$ cat config.mk
export PLATFORM = sky130hd
export DESIGN_NAME = deser_1to8
export DESIGN_NICKNAME = d
export VERILOG_FILES = /design/src/rtl/deser_pkg.sv /design/src/rtl/deser_shift.sv /design/src/rtl/deser_1to8.sv
export SDC_FILE = /design/constraint.sdc
export NUM_CORES = 1
export LEC_CHECK = 0
export BUFFER_PORTS_ARGS = -buffer_cell sky130_fd_sc_hd__buf_4
export CAP_MARGIN = 10
export CORE_UTILIZATION = 45
export DETAILED_ROUTE_END_ITERATION = 16
export PLACE_DENSITY = 0.73
export SLEW_MARGIN = 20
export SYNTH_ARGS = -nofsm -noshare
export SYNTH_HDL_FRONTEND = slang
export SYNTH_HIERARCHICAL = 1
export SYNTH_SLANG_ARGS = --single-unit
$ cat constraint.sdc
create_clock -name clk -period 2.3 [get_ports clk]
set_input_delay 0.23 -clock clk [delete_from_list [all_inputs] [get_ports clk]]
set_output_delay 0.23 -clock clk [all_outputs]
set_load 0.05 [all_outputs]
$ cat src/rtl/deser_pkg.sv
// -----------------------------------------------------------------------------
// deser_pkg
// Shared definitions for the 1-to-N serial-to-parallel deserializer.
//   DESER_WIDTH_DEFAULT : default word width in bits
//   bit_order_e         : first-received-bit placement (LSB or MSB of the word)
//   idx_w()             : width of the bit-index counter for a given word width
//   last_idx()          : index of the final bit of a word
// -----------------------------------------------------------------------------
package deser_pkg;

    localparam int DESER_WIDTH_DEFAULT = 8;

    typedef enum logic [0:0] {
        BO_LSB_FIRST = 1'b0,
        BO_MSB_FIRST = 1'b1
    } bit_order_e;

    function automatic int idx_w(input int width);
        return $clog2(width);
    endfunction

    function automatic int last_idx(input int width);
        return width - 1;
    endfunction

endpackage

$ cat src/rtl/deser_shift.sv
// -----------------------------------------------------------------------------
// deser_shift
// Shift register, bit counter and word-alignment (sync) handling.
// Ports:
//   clk, reset        : clock, synchronous active-high reset
//   din, din_valid    : serial bit and its qualifier
//   sync              : marks the current qualified bit as bit 0 of a new word
//   bit_idx           : index of the next expected bit (registered)
//   word              : current shift contents merged with the incoming bit
//   word_done         : strobe, the incoming bit completes a word this cycle
// word/word_done are combinational and must only feed registers in the parent.
// -----------------------------------------------------------------------------
module deser_shift
    import deser_pkg::*;
#(
    parameter int WIDTH     = DESER_WIDTH_DEFAULT,
    parameter int MSB_FIRST = 0
) (
    input  logic                      clk,
    input  logic                      reset,
    input  logic                      din,
    input  logic                      din_valid,
    input  logic                      sync,
    output logic [idx_w(WIDTH)-1:0]   bit_idx,
    output logic [WIDTH-1:0]          word,
    output logic                      word_done
);

    localparam int         IDX_W    = idx_w(WIDTH);
    localparam int         LAST_IDX = last_idx(WIDTH);
    localparam bit_order_e ORDER    = (MSB_FIRST != 0) ? BO_MSB_FIRST : BO_LSB_FIRST;

    logic [WIDTH-1:0] shift_q;
    logic [WIDTH-1:0] shift_d;
    logic [IDX_W-1:0] idx_q;
    logic [IDX_W-1:0] idx_d;
    logic [IDX_W-1:0] eff_idx_s;
    logic [IDX_W-1:0] pos_s;
    logic [WIDTH-1:0] base_s;
    logic             done_s;

    // Slot for the incoming bit: sync restarts at slot 0; MSB-first mirrors the slot.
    always_comb begin
        if (sync) begin
            eff_idx_s = {IDX_W{1'b0}};
        end else begin
            eff_idx_s = idx_q;
        end
        if (ORDER == BO_MSB_FIRST) begin
            pos_s = IDX_W'(LAST_IDX) - eff_idx_s;
        end else begin
            pos_s = eff_idx_s;
        end
    end

    // Merge the incoming bit; a sync bit starts from an empty word so the partial word is lost.
    always_comb begin
        if (sync) begin
            base_s = {WIDTH{1'b0}};
        end else begin
            base_s = shift_q;
        end
        base_s[pos_s] = din;
    end

    // Next state: advance on qualified bits, wrap and flag completion on the last slot.
    always_comb begin
        shift_d = shift_q;
        idx_d   = idx_q;
        done_s  = 1'b0;
        if (din_valid) begin
            if (eff_idx_s == IDX_W'(LAST_IDX)) begin
                done_s  = 1'b1;
                idx_d   = {IDX_W{1'b0}};
                shift_d = {WIDTH{1'b0}};
            end else begin
                idx_d   = eff_idx_s + IDX_W'(1);
                shift_d = base_s;
            end
        end else begin
            shift_d = shift_q;
            idx_d   = idx_q;
        end
    end

    // State registers.
    always_ff @(posedge clk) begin
        if (reset) begin
            shift_q <= {WIDTH{1'b0}};
            idx_q   <= {IDX_W{1'b0}};
        end else begin
            shift_q <= shift_d;
            idx_q   <= idx_d;
        end
    end

    assign bit_idx   = idx_q;
    assign word      = base_s;
    assign word_done = done_s;

endmodule

$ cat src/rtl/deser_1to8.sv
// -----------------------------------------------------------------------------
// deser_1to8
// Serial-to-parallel deserializer with a valid/ready holding register.
// Ports:
//   clk, reset     : clock, synchronous active-high reset
//   din, din_valid : serial bit and qualifier (no serial backpressure)
//   sync           : with din_valid, marks bit 0 of a new word
//   bit_idx        : next expected bit index (matches the far-end mux sel)
//   dataout        : assembled word, stable while dataout_valid=1
//   dataout_valid  : holding register full
//   dataout_ready  : consumer accepts when dataout_valid & dataout_ready
// Optional (macro DESER_1TO8_OVERRUN_EN):
//   overrun_clr    : clears the sticky overrun flag
//   overrun        : sticky, set after a word is dropped because the holding
//                    register was full and not being accepted
// All outputs are registered.
// -----------------------------------------------------------------------------
module deser_1to8
    import deser_pkg::*;
#(
    parameter int WIDTH     = DESER_WIDTH_DEFAULT,
    parameter int MSB_FIRST = 0
) (
    input  logic                      clk,
    input  logic                      reset,
    input  logic                      din,
    input  logic                      din_valid,
    input  logic                      sync,
    output logic [idx_w(WIDTH)-1:0]   bit_idx,
    output logic [WIDTH-1:0]          dataout,
    output logic                      dataout_valid,
    input  logic                      dataout_ready
`ifdef DESER_1TO8_OVERRUN_EN
    ,
    input  logic                      overrun_clr,
    output logic                      overrun
`endif
);

    logic [WIDTH-1:0] word_s;
    logic             word_done_s;
    logic             accept_s;
    logic [WIDTH-1:0] dout_q;
    logic [WIDTH-1:0] dout_d;
    logic             valid_q;
    logic             valid_d;

    deser_shift #(
        .WIDTH     (WIDTH),
        .MSB_FIRST (MSB_FIRST)
    ) u_shift (
        .clk       (clk),
        .reset     (reset),
        .din       (din),
        .din_valid (din_valid),
        .sync      (sync),
        .bit_idx   (bit_idx),
        .word      (word_s),
        .word_done (word_done_s)
    );

    // Holding register: load on completion when empty or being drained; otherwise keep the old word.
    always_comb begin
        dout_d   = dout_q;
        valid_d  = valid_q;
        accept_s = valid_q & dataout_ready;
        if (word_done_s && (!valid_q || accept_s)) begin
            dout_d  = word_s;
            valid_d = 1'b1;
        end else if (accept_s) begin
            valid_d = 1'b0;
        end else begin
            valid_d = valid_q;
        end
    end

    // Holding register state.
    always_ff @(posedge clk) begin
        if (reset) begin
            dout_q  <= {WIDTH{1'b0}};
            valid_q <= 1'b0;
        end else begin
            dout_q  <= dout_d;
            valid_q <= valid_d;
        end
    end

    assign dataout       = dout_q;
    assign dataout_valid = valid_q;

`ifdef DESER_1TO8_OVERRUN_EN
    logic drop_s;
    logic overrun_q;
    logic overrun_d;

    assign drop_s = word_done_s & valid_q & ~dataout_ready;

    // Sticky overrun flag; a drop in the same cycle as a clear keeps it set.
    always_comb begin
        if (drop_s) begin
            overrun_d = 1'b1;
        end else if (overrun_clr) begin
            overrun_d = 1'b0;
        end else begin
            overrun_d = overrun_q;
        end
    end

    // Overrun flag state.
    always_ff @(posedge clk) begin
        if (reset) begin
            overrun_q <= 1'b0;
        end else begin
            overrun_q <= overrun_d;
        end
    end

    assign overrun = overrun_q;
`endif

endmodule

==> results.yml, run 1 <==
worst_setup_path:
  start_kind: "flip-flop"
  critPathSlowestCell: "dfxtp_1"
  path_cells: "and2b_4, and2_1, ha_1, and2_1, a21boi_2, mux2i_1"
  critPathLaunch: "u_shift/bit_idx[0]"
  r2r_start: "u_shift/bit_idx[0]"
  path_class: "reg -> reg"
  cp.depth: 6
  reg2regPathDepth: 6
  critPathMostFrequentCell: "and2_1"
  regToRegSetupSlack_ns: 0.25
  cp.required_ns: 2.55
  endpoint_kind: "flip-flop"
  slowest_delay_ns: 0.57
  cp.arrival_ns: 2.29
  cp_top_family: "flip-flops"
  worstReg2RegEnd: "dataout[0]"
  cp_max_fo: 12
  cp_num_buf_inv: 0
clock_tree:
  cts.reportedPaths.clkPinSlew_ns: 0.11
  clk_latency_ns: 0.31
  ctsHoldBuffers: 0
  post_cts_resize_count: 0
  post-cts-setup-buffers: 0
  cts_tree: "done"
  cts.path.max_buffers: 2
  clock-root-buffer: "clkbuf_4"
  cts_buffers: 3
  htreeDepth: 1
  clock_sinks: 20
synthesis:
  synth-edff-count: 0
  yosys_warnings: 6
  synth_seq_cells: 20
  ys_top_cells_by_count: "20 x dfxtp_1, 16 x mux2i_1, 16 x nand2b_1, 12 x nor2_1"
  synthSimpleGateAreaFrac_pct: 26.5
  synth-compound-area-share_pct: 13.3
  synth_top_family_by_area: "simple AND/OR/NAND/NOR gates"
  synthFlopType: "dfxtp_1"
  syn_inst: 117
  synthMuxAreaShare_pct: 15.4
  netlist.area_leader.share_pct: 36.1
  synth-async-reset-ratio_pct: 0
  yosys.cell_count.top_type: "dfxtp_1"
  ys_types: 30
  synth.area.top_cells: "dfxtp_1 36%, mux2i_1 14%, nand2b_1 9.0%, a22o_1 5.5%, buf_6 4.1%"
  synth.avg_cell_area_um2: 9.49
  yosys.area.top_type: "dfxtp_1"
  ys_seq_area_share_pct: 36.1
  synth_area_mm2: 0.00111
  synth_xor_area_share_pct: 0
  synth.net_count: 124
  synth_fa_ha_area_share_pct: 1.13
floorplan:
  pin_count: 18
  core_area_mm2: 0.00228
  dieArea_mm2: 0.00267
  initial_core_util_pct: 48.8
  die_h_um: 51.7
  die_w_um: 51.7
  num_rows: 17
detailed_routing:
  routed_wl_mm: 2.08
  via_count: 847
  drtAntennaViolNets: 0
  drc: 0
  top_layer: "met4"
  wl_met3_um: 63
  dr.pass1.iters: 4
  wl_per_cell_um: 13.4
  wl_met2_um: 999
  drt-vias-per-instance: 5.46
  drt-initial-drc-count: 11
  met1_length_um: 978
sta:
  min_period_ns: 2.05
  timing.final.hold_violations: 0
  slew_headroom_pct: 61.5
  worst_pin_slew_ns: 0.575
  slew_violations: 0
  fin_skew_ns: 0.00715
  max_freq_mhz: 488
  setup_violations: 0
  layout_worst_path_cycle_share_pct: 89.0
  finalSetupTns_ns: 0
  rsz0062_at_grt: "false"
  whs_ns: 0.156
place:
  dp_hpwl_mm: 1.44
  dp.cells: 151
  gp_congestion: 0.747
  port_buffers: 17
power:
  swShare_pct: 22.7
  p_int_uw: 556
  clkPwrFrac_pct: 40.9
  powerDensity_mw_per_mm2: 577
  power_frac_comb_pct: 9.4
  p_leak_nw: 0.488
  pwr-share-seq_pct: 49.7
  max-vdd-ir-drop_mv: 0.810
  switchingPower_uw: 163
global_route:
  grt_pass1_vias: 777
  grt_first_pass_wirelength_mm: 3.48
  grt_start_max_net_pins: 24
  grt_overflow: 0
  antenna_found_initial: 0
  grt_util_all_layers_pct: 18.0
worst_hold_path:
  holdPathEnd: "u_shift/bit_idx[0]"
  min_path_type: "in -> reg"
  min_from: "din_valid"
  min_path_cells: 2
final_layout:
  fillers: 209
  finalNetCount: 135
  syn_to_final_growth_pct: 12.2
  n_antenna_cell: 0
  regArea_um2: 400
  instances_no_fill: 155
  multiInputGateArea_um2: 626
  drive_gt1_share_pct: 23.6
status:
  outcome: "complete, no violations"
job:
  drv_cap: 0
[sequential cells by signal (all words and copies together), names as in the netlist]
| register | flops |
|---|---|
| dataout | 8 |
| dataout_valid | 1 |
| u_shift/bit_idx | 3 |
| u_shift/shift_q | 8 |
[power by group through the flow]
stage | sequential [mW] | combinational, mW | clock (mW)
after global routing | 0.359 | 0.0733 | 0.315
after detailed placement | 0.365 | 0.0673 | 0
after floorplan | 0.367 | 0.0531 | 0
after global placement | 0.364 | 0.0665 | 0
after CTS | 0.357 | 0.0677 | 0.301
final | 0.357 | 0.0674 | 0.294
[worst register-to-register path, delay by kind of cell (launching register included)]
family	cells	cell delay [ns]
fa+ha+maj	1	0.18
mux	1	0.25
flops	1	0.57
simple gates	3	0.50
compound gates	1	0.49
[cells in the final DEF (no fill, tap or decap), types with 2 or more instances in the layout]
cell type | synthesis | final
dfxtp_1 | 20 | 20
buf_4 | 0 | 17
nand2b_1 | 16 | 16
mux2i_1 | 16 | 16
nor2_1 | 12 | 12
a22o_1 | 7 | 7
o21ai_1 | 7 | 7
clkbuf_4 | 0 | 3
nor3b_2 | 3 | 3
and3b_1 | 3 | 3
a21oi_1 | 2 | 2
and2_1 | 2 | 2
[metal layers]
| metal | track usage [%] | up-vias |
|---|---|---|
| li1 | - | 426 |
| met1 | 22.4 | 403 |
| met2 | 28.6 | 13 |
| met5 | 0 | - |
| met4 | 8.11 | 0 |
| met3 | 5.26 | 5 |
[worst max path at each step]
stage | end | slack, ns
3_5_place_dp | dataout[0] | 0.30
6_report | dataout[0] | 0.25
4_1_cts | dataout[0] | 0.26
5_1_grt | dataout[4] | 0.07
3_3_place_gp | dataout[0] | 0.38
2_1_floorplan | u_shift/shift_q[2] | 0.24
[kinds of logic (layout without fill, tap and decap cells)]
logic type | after synthesis | in the layout
flip-flops | 20 | 20
buffers and inverters | 12 | 22
AND/OR/NAND/NOR | 46 | 46
adder cells (fa/ha/maj) | 1 | 1
AO/OA/AOI/OAI | 21 | 21
multiplexers | 17 | 17
[per-stage QoR]
step | area (um^2) | worst slack, ns | power (mW) | utilization, %
final | 1240 | 0.253 | 0.719 | 54.7
after global routing | 1240 | 0.0710 | 0.747 | 54.7
after CTS | 1240 | 0.256 | 0.726 | 54.7
after detailed placement | 1190 | 0.297 | 0.432 | 52.4
after global placement | 1190 | 0.377 | 0.431 | 52.4
after floorplan | 1110 | 0.245 | 0.420 | -
[final cells by class]
type,instances,share of cell area (%)
timing repair buffer,17,10.3
multi-input combinational,85,50.3
sequential,20,32.2
clock inverter,1,2.41
clock buffer,3,1.81
inverter,1,0.302
tap,28,2.81
(Power assumes the default switching activity.)
==> run 2, diff against run 1 <==
--- a/config.mk
+++ b/config.mk
@@ -5,6 +5,7 @@
 export SDC_FILE = /design/constraint.sdc
 export NUM_CORES = 1
 export LEC_CHECK = 0
+export ABC_AREA = 1
 export BUFFER_PORTS_ARGS = -buffer_cell sky130_fd_sc_hd__buf_4
 export CAP_MARGIN = 10
 export CORE_UTILIZATION = 45
==> run 2 against run 1 <==
Effect of this change:
- design area grew 2.3%
- flip-flop and latch count is the same
- critical endpoint is now dataout[7]
- power down 8.0%
- clock-buffer cell count is 1 higher
- setup slack better by 0.13 ns
==> results.yml, run 2 <==
status:
  outcome: "complete, no violations"
clock_tree:
  post-cts-setup-buffers: 0
  clk_latency_ns: 0.30
  clock_sinks: 20
  cts_tree: "done"
  cts.reportedPaths.clkPinSlew_ns: 0.11
  ctsHoldBuffers: 0
  cts_buffers: 3
  htreeDepth: 1
  cts.path.max_buffers: 2
  clock-root-buffer: "clkbuf_4"
  post_cts_resize_count: 0
detailed_routing:
  drt-initial-drc-count: 20
  routed_wl_mm: 2.25
  drt-vias-per-instance: 5.12
  drtAntennaViolNets: 0
  via_count: 1045
  wl_per_cell_um: 11.0
  drc: 0
  dr.pass1.iters: 4
global_route:
  grt_start_max_net_pins: 18
  grt_util_all_layers_pct: 19.4
  antenna_found_initial: 0
  grt_first_pass_wirelength_mm: 3.88
  grt_overflow: 0
  grt_pass1_vias: 884
final_layout:
  syn_to_final_growth_pct: 11.3
  layout_commonest_cell: "nand2_1"
  n_antenna_cell: 0
  instances_no_fill: 204
  mostFrequentLayoutCells: "35 x nand2_1, 23 x nand3_1, 20 x dfxtp_1"
  drive_gt1_share_pct: 19.9
  finalNetCount: 184
power:
  max-vdd-ir-drop_mv: 0.512
  p_leak_nw: 0.550
  powerDensity_mw_per_mm2: 519
synthesis:
  ys_types: 23
  syn_inst: 161
  yosys.area.top_type: "dfxtp_1"
  synth.area.top_cells: "dfxtp_1 35%, nand2_1 11%, nand3_1 10%, a21oi_1 8.3%, buf_6 4.9%"
  yosys.cell_count.top_type: "nand2_1"
  netlist.area_leader.share_pct: 35.0
  synth.avg_cell_area_um2: 7.11
  ys_seq_area_share_pct: 35.0
  synth_seq_cells: 20
  synth-edff-count: 0
  synth_area_mm2: 0.00114
  synth-async-reset-ratio_pct: 0
  synthFlopType: "dfxtp_1"
  ys_top_cells_by_count: "35 x nand2_1, 23 x nand3_1, 20 x dfxtp_1, 19 x a21oi_1, 15 x inv_1"
  synth.net_count: 168
  yosys_warnings: 6
worst_setup_path:
  critPathMostFrequentCell: "nand2_1"
  start_kind: "flip-flop"
  path_class: "reg -> reg"
  path_cells: "inv_4, nor2_2, ha_1, nand2_1, inv_1, nand3_1, nand2_1, nor2_1"
  slowest_delay_ns: 0.54
  cp.arrival_ns: 2.11
  cp_num_buf_inv: 2
  cp_max_fo: 17
  critPathSlowestCell: "dfxtp_1"
  cp.required_ns: 2.50
  cp_top_family: "flip-flops"
  regToRegSetupSlack_ns: 0.39
  endpoint_kind: "flip-flop"
sta:
  timing.final.hold_violations: 0
  fin_skew_ns: 0.00490
  min_period_ns: 1.91
  rsz0062_at_grt: "false"
  max_freq_mhz: 523
  worst_pin_slew_ns: 0.480
  slew_violations: 0
  slew_headroom_pct: 68.0
  layout_worst_path_cycle_share_pct: 83.2
  finalSetupTns_ns: 0
  whs_ns: 0.140
  setup_violations: 0
floorplan:
  core_area_mm2: 0.00230
  dieArea_mm2: 0.00275
  die_w_um: 52.4
  die_h_um: 52.4
  pin_count: 18
  initial_core_util_pct: 49.8
  num_rows: 17
worst_hold_path:
  min_path_type: "in -> reg"
place:
  dp.cells: 200
  port_buffers: 17
  gp_congestion: 0.904
  dp_hpwl_mm: 1.69
job:
  drv_cap: 0
==> run 2: cell types whose count changed after synthesis, moves of 14 or more <==
cell,delta
mux2i_1,-16
inv_1,+14
a21oi_1,+17
nand3_1,+22
nand2b_1,-16
nand2_1,+34
==> run 2: worst paths after layout <==
path / start / to / cells after the start
max: u_shift/bit_idx[1] / dataout[7] / 8
min: din_valid / u_shift/bit_idx[0] / 2
max reg2reg: u_shift/bit_idx[1] / dataout[7] / 8
min reg2reg: u_shift/shift_q[5] / u_shift/shift_q[5] / 2
==> run 2: layout make-up <==
cell class	instances	area (um^2)
clock buffer	4	36.3
fill	234	1020
inverter	20	77.6
multi-input combinational	115	597
sequential	20	400
tap	28	35.0
timing repair buffer	17	128
==> run 2: cells by family (layout without fill, tap and decap cells) <==
| group | count (synthesis) | in the layout | synth area share (%) |
|---|---|---|---|
| DFF | 20 | 20 | 35.0 |
| AOI/OAI and AO/OA | 25 | 25 | 11.5 |
| buffers and inverters | 26 | 41 | 12.9 |
| and+or+nand+nor | 89 | 89 | 39.6 |
| adders and majority gates | 1 | 1 | 1.09 |
==> run 2: metrics by stage <==
| stage | setup slack [ns] | total power [mW] | area, um^2 | util, % |
|---|---|---|---|---|
| 5_1_grt | 0.189 | 0.706 | 1270 | 55.4 |
| 4_1_cts | 0.384 | 0.672 | 1270 | 55.4 |
| 2_1_floorplan | 0.351 | 0.444 | 1140 | - |
| 3_3_place_gp | 0.420 | 0.467 | 1240 | 53.9 |
| 6_report | 0.387 | 0.661 | 1270 | 55.4 |
| 3_5_place_dp | 0.377 | 0.468 | 1240 | 53.9 |
==> run 2: per-layer routing <==
metal	track usage, %	wire, um
met1	24.7	1070
met2	32.1	1070
met3	6.09	96
met4	3.95	14
met5	0	0
==> run 2: power by group <==
part | internal (mW) | leakage (nW) | switching [mW]
combinational | 0.0311 | 0.367 | 0.0654
sequential | 0.353 | 0.162 | 0.0104
clock | 0.0966 | 0.0210 | 0.105
==> run 2: worst register-to-register path, stage by stage (launching register included) <==
cell and delay [ns]:
dfxtp_1 0.54, inv_4 0.11, nor2_2 0.18, ha_1 0.30, nand2_1 0.08, inv_1 0.36, nand3_1 0.13, nand2_1 0.08
nor2_1 0.04
==> run 3, diff against run 2 <==
==> constraint.sdc (replaced) <==
create_clock -name clk -period 1.9 [get_ports clk]
set_input_delay 0.19 -clock clk [delete_from_list [all_inputs] [get_ports clk]]
set_output_delay 0.19 -clock clk [all_outputs]
set_load 0.05 [all_outputs]
==> run 3 against run 2 <==
Effect of this change:
- non-clock buffer count rose by 1
- critical endpoint unchanged
- cell count rose by 0.49%
- design area increased by 1.2%
- sequential share of layout area shrank 0.075 points
- highest routed layer unchanged
- clock power increased by 24%
- routed wire length rose by 11%
- register-to-register slack worse by 0.13 ns
==> results.yml, run 3 (same netlist as run 2, synthesis figures left out) <==
status:
  outcome: "complete, no violations"
floorplan:
  dieArea_mm2: 0.00275
  pin_count: 18
  initial_core_util_pct: 49.8
  core_area_mm2: 0.00230
  num_rows: 17
  die_w_um: 52.4
  die_h_um: 52.4
worst_setup_path:
  path_class: "reg -> reg"
  r2r_start: "u_shift/bit_idx[2]"
  cp.arrival_ns: 1.85
  cp.required_ns: 2.10
  endpoint_kind: "flip-flop"
  cp_max_fo: 17
  worstReg2RegEnd: "dataout[7]"
  start_kind: "flip-flop"
  reg2regPathDepth: 7
  regToRegSetupSlack_ns: 0.25
detailed_routing:
  drt-vias-per-instance: 5.35
  dr.pass1.iters: 4
  wl_per_cell_um: 12.2
  routed_wl_mm: 2.51
  drtAntennaViolNets: 0
  via_count: 1097
  drt-initial-drc-count: 41
  drc: 0
sta:
  finalSetupTns_ns: 0
  rsz0062_at_grt: "false"
  timing.final.hold_violations: 0
  layout_worst_path_cycle_share_pct: 86.7
  slew_violations: 0
  max_freq_mhz: 607
  slew_headroom_pct: 68.4
  fin_skew_ns: 0.00423
  min_period_ns: 1.65
  setup_violations: 0
  worst_pin_slew_ns: 0.474
global_route:
  grt_first_pass_wirelength_mm: 4.26
  grt_util_all_layers_pct: 21.1
  antenna_found_initial: 0
  grt_pass1_vias: 1003
  grt_start_max_net_pins: 18
  grt_overflow: 0
place:
  gp_congestion: 0.849
  port_buffers: 17
  placed_cell_area_mm2: 0.00125
  dp_hpwl_mm: 1.80
power:
  pwr-share-seq_pct: 54.4
  clkPwrFrac_pct: 30.8
  power_frac_comb_pct: 14.7
  p_leak_nw: 0.546
  max-vdd-ir-drop_mv: 0.479
  switchingPower_uw: 228
  powerDensity_mw_per_mm2: 629
  swShare_pct: 28.1
  p_int_uw: 583
job:
  drv_cap: 0
clock_tree:
  cts_buffers: 3
  clock_sinks: 20
  clk_latency_ns: 0.30
  post_cts_resize_count: 0
  cts.path.max_buffers: 2
  post-cts-setup-buffers: 0
  cts_tree: "done"
  cts.reportedPaths.clkPinSlew_ns: 0.12
  htreeDepth: 1
  ctsHoldBuffers: 0
  clock-root-buffer: "clkbuf_4"
final_layout:
  finalNetCount: 185
  drive_gt1_share_pct: 22.6
  fin_area_mm2: 0.00129
  mostFrequentLayoutCells: "35 x nand2_1, 23 x nand3_1, 19 x a21oi_1"
  layout_commonest_cell: "nand2_1"
  fillers: 235
  post-route-util_pct: 56.1
  n_antenna_cell: 0
  syn_to_final_growth_pct: 12.6
worst_hold_path:
  min_path_cells: 2
  min_from: "din_valid"
  holdPathEnd: "u_shift/bit_idx[0]"
  min_path_type: "in -> reg"
## run 3: changes by cell type in the layout (fill, tap and decap cells not counted), sizes merged
| cell | before | now |
|---|---|---|
| inv | 20 | 19 |
| buf | 17 | 18 |
| clkinvlp | 0 | 1 |
## run 3: area by class of cell
type / count / area (um^2) / area share (%)
clock buffers: 4 / 36.3 / 2.82
inverters: 20 / 81.3 / 6.31
multi-input cells: 115 / 597 / 46.3
flip-flops and latches: 20 / 404 / 31.4
well taps: 28 / 35.0 / 2.72
repair buffers: 18 / 135 / 10.5
## run 3: worst max-delay path, cell delays in order (launching register included)
cell,delay [ns]
dfxtp_2,0.38
inv_2,0.14
nor2_2,0.09
ha_1,0.23
nand2_1,0.12
clkinvlp_4,0.26
a21oi_1,0.25
nor2_1,0.07
## run 3: worst max-delay path by stage
stage,from,end,slack (ns),cells past startpoint
after floorplan,u_shift/bit_idx[2],dataout[1],0.18,10
after global placement,sync,dataout[5],0.25,10
after detailed placement,sync,dataout[6],0.13,10
after CTS,u_shift/bit_idx[2],dataout[7],0.17,8
after global routing,u_shift/bit_idx[2],dataout[7],0.12,8
final,u_shift/bit_idx[2],dataout[7],0.25,7
## run 3: routing by layer
metal  share of wire, %  track usage [%]
met3                4.8             5.51
met2                 50             36.3
met4               0.68             6.58
met5                  0                0
met1                 44             25.2
## run 3: metrics by stage
stage	setup WS, ns	power, mW	hold WS [ns]	cells
final	0.252	0.811	0.0878	205
after global routing	0.122	0.857	0.0790	205
after CTS	0.165	0.821	0.0749	205
after detailed placement	0.128	0.569	0.409	201
after global placement	0.255	0.566	0.403	201
after floorplan	0.185	0.538	0.259	161
## run 3: power groups by stage
stage | Combinational [mW] | Sequential [mW] | Clock [mW]
CTS | 0.119 | 0.441 | 0.261
finish | 0.119 | 0.442 | 0.250
floorplan | 0.0737 | 0.465 | 0
global placement | 0.115 | 0.451 | 0
detailed placement | 0.118 | 0.451 | 0
global route | 0.131 | 0.444 | 0.282
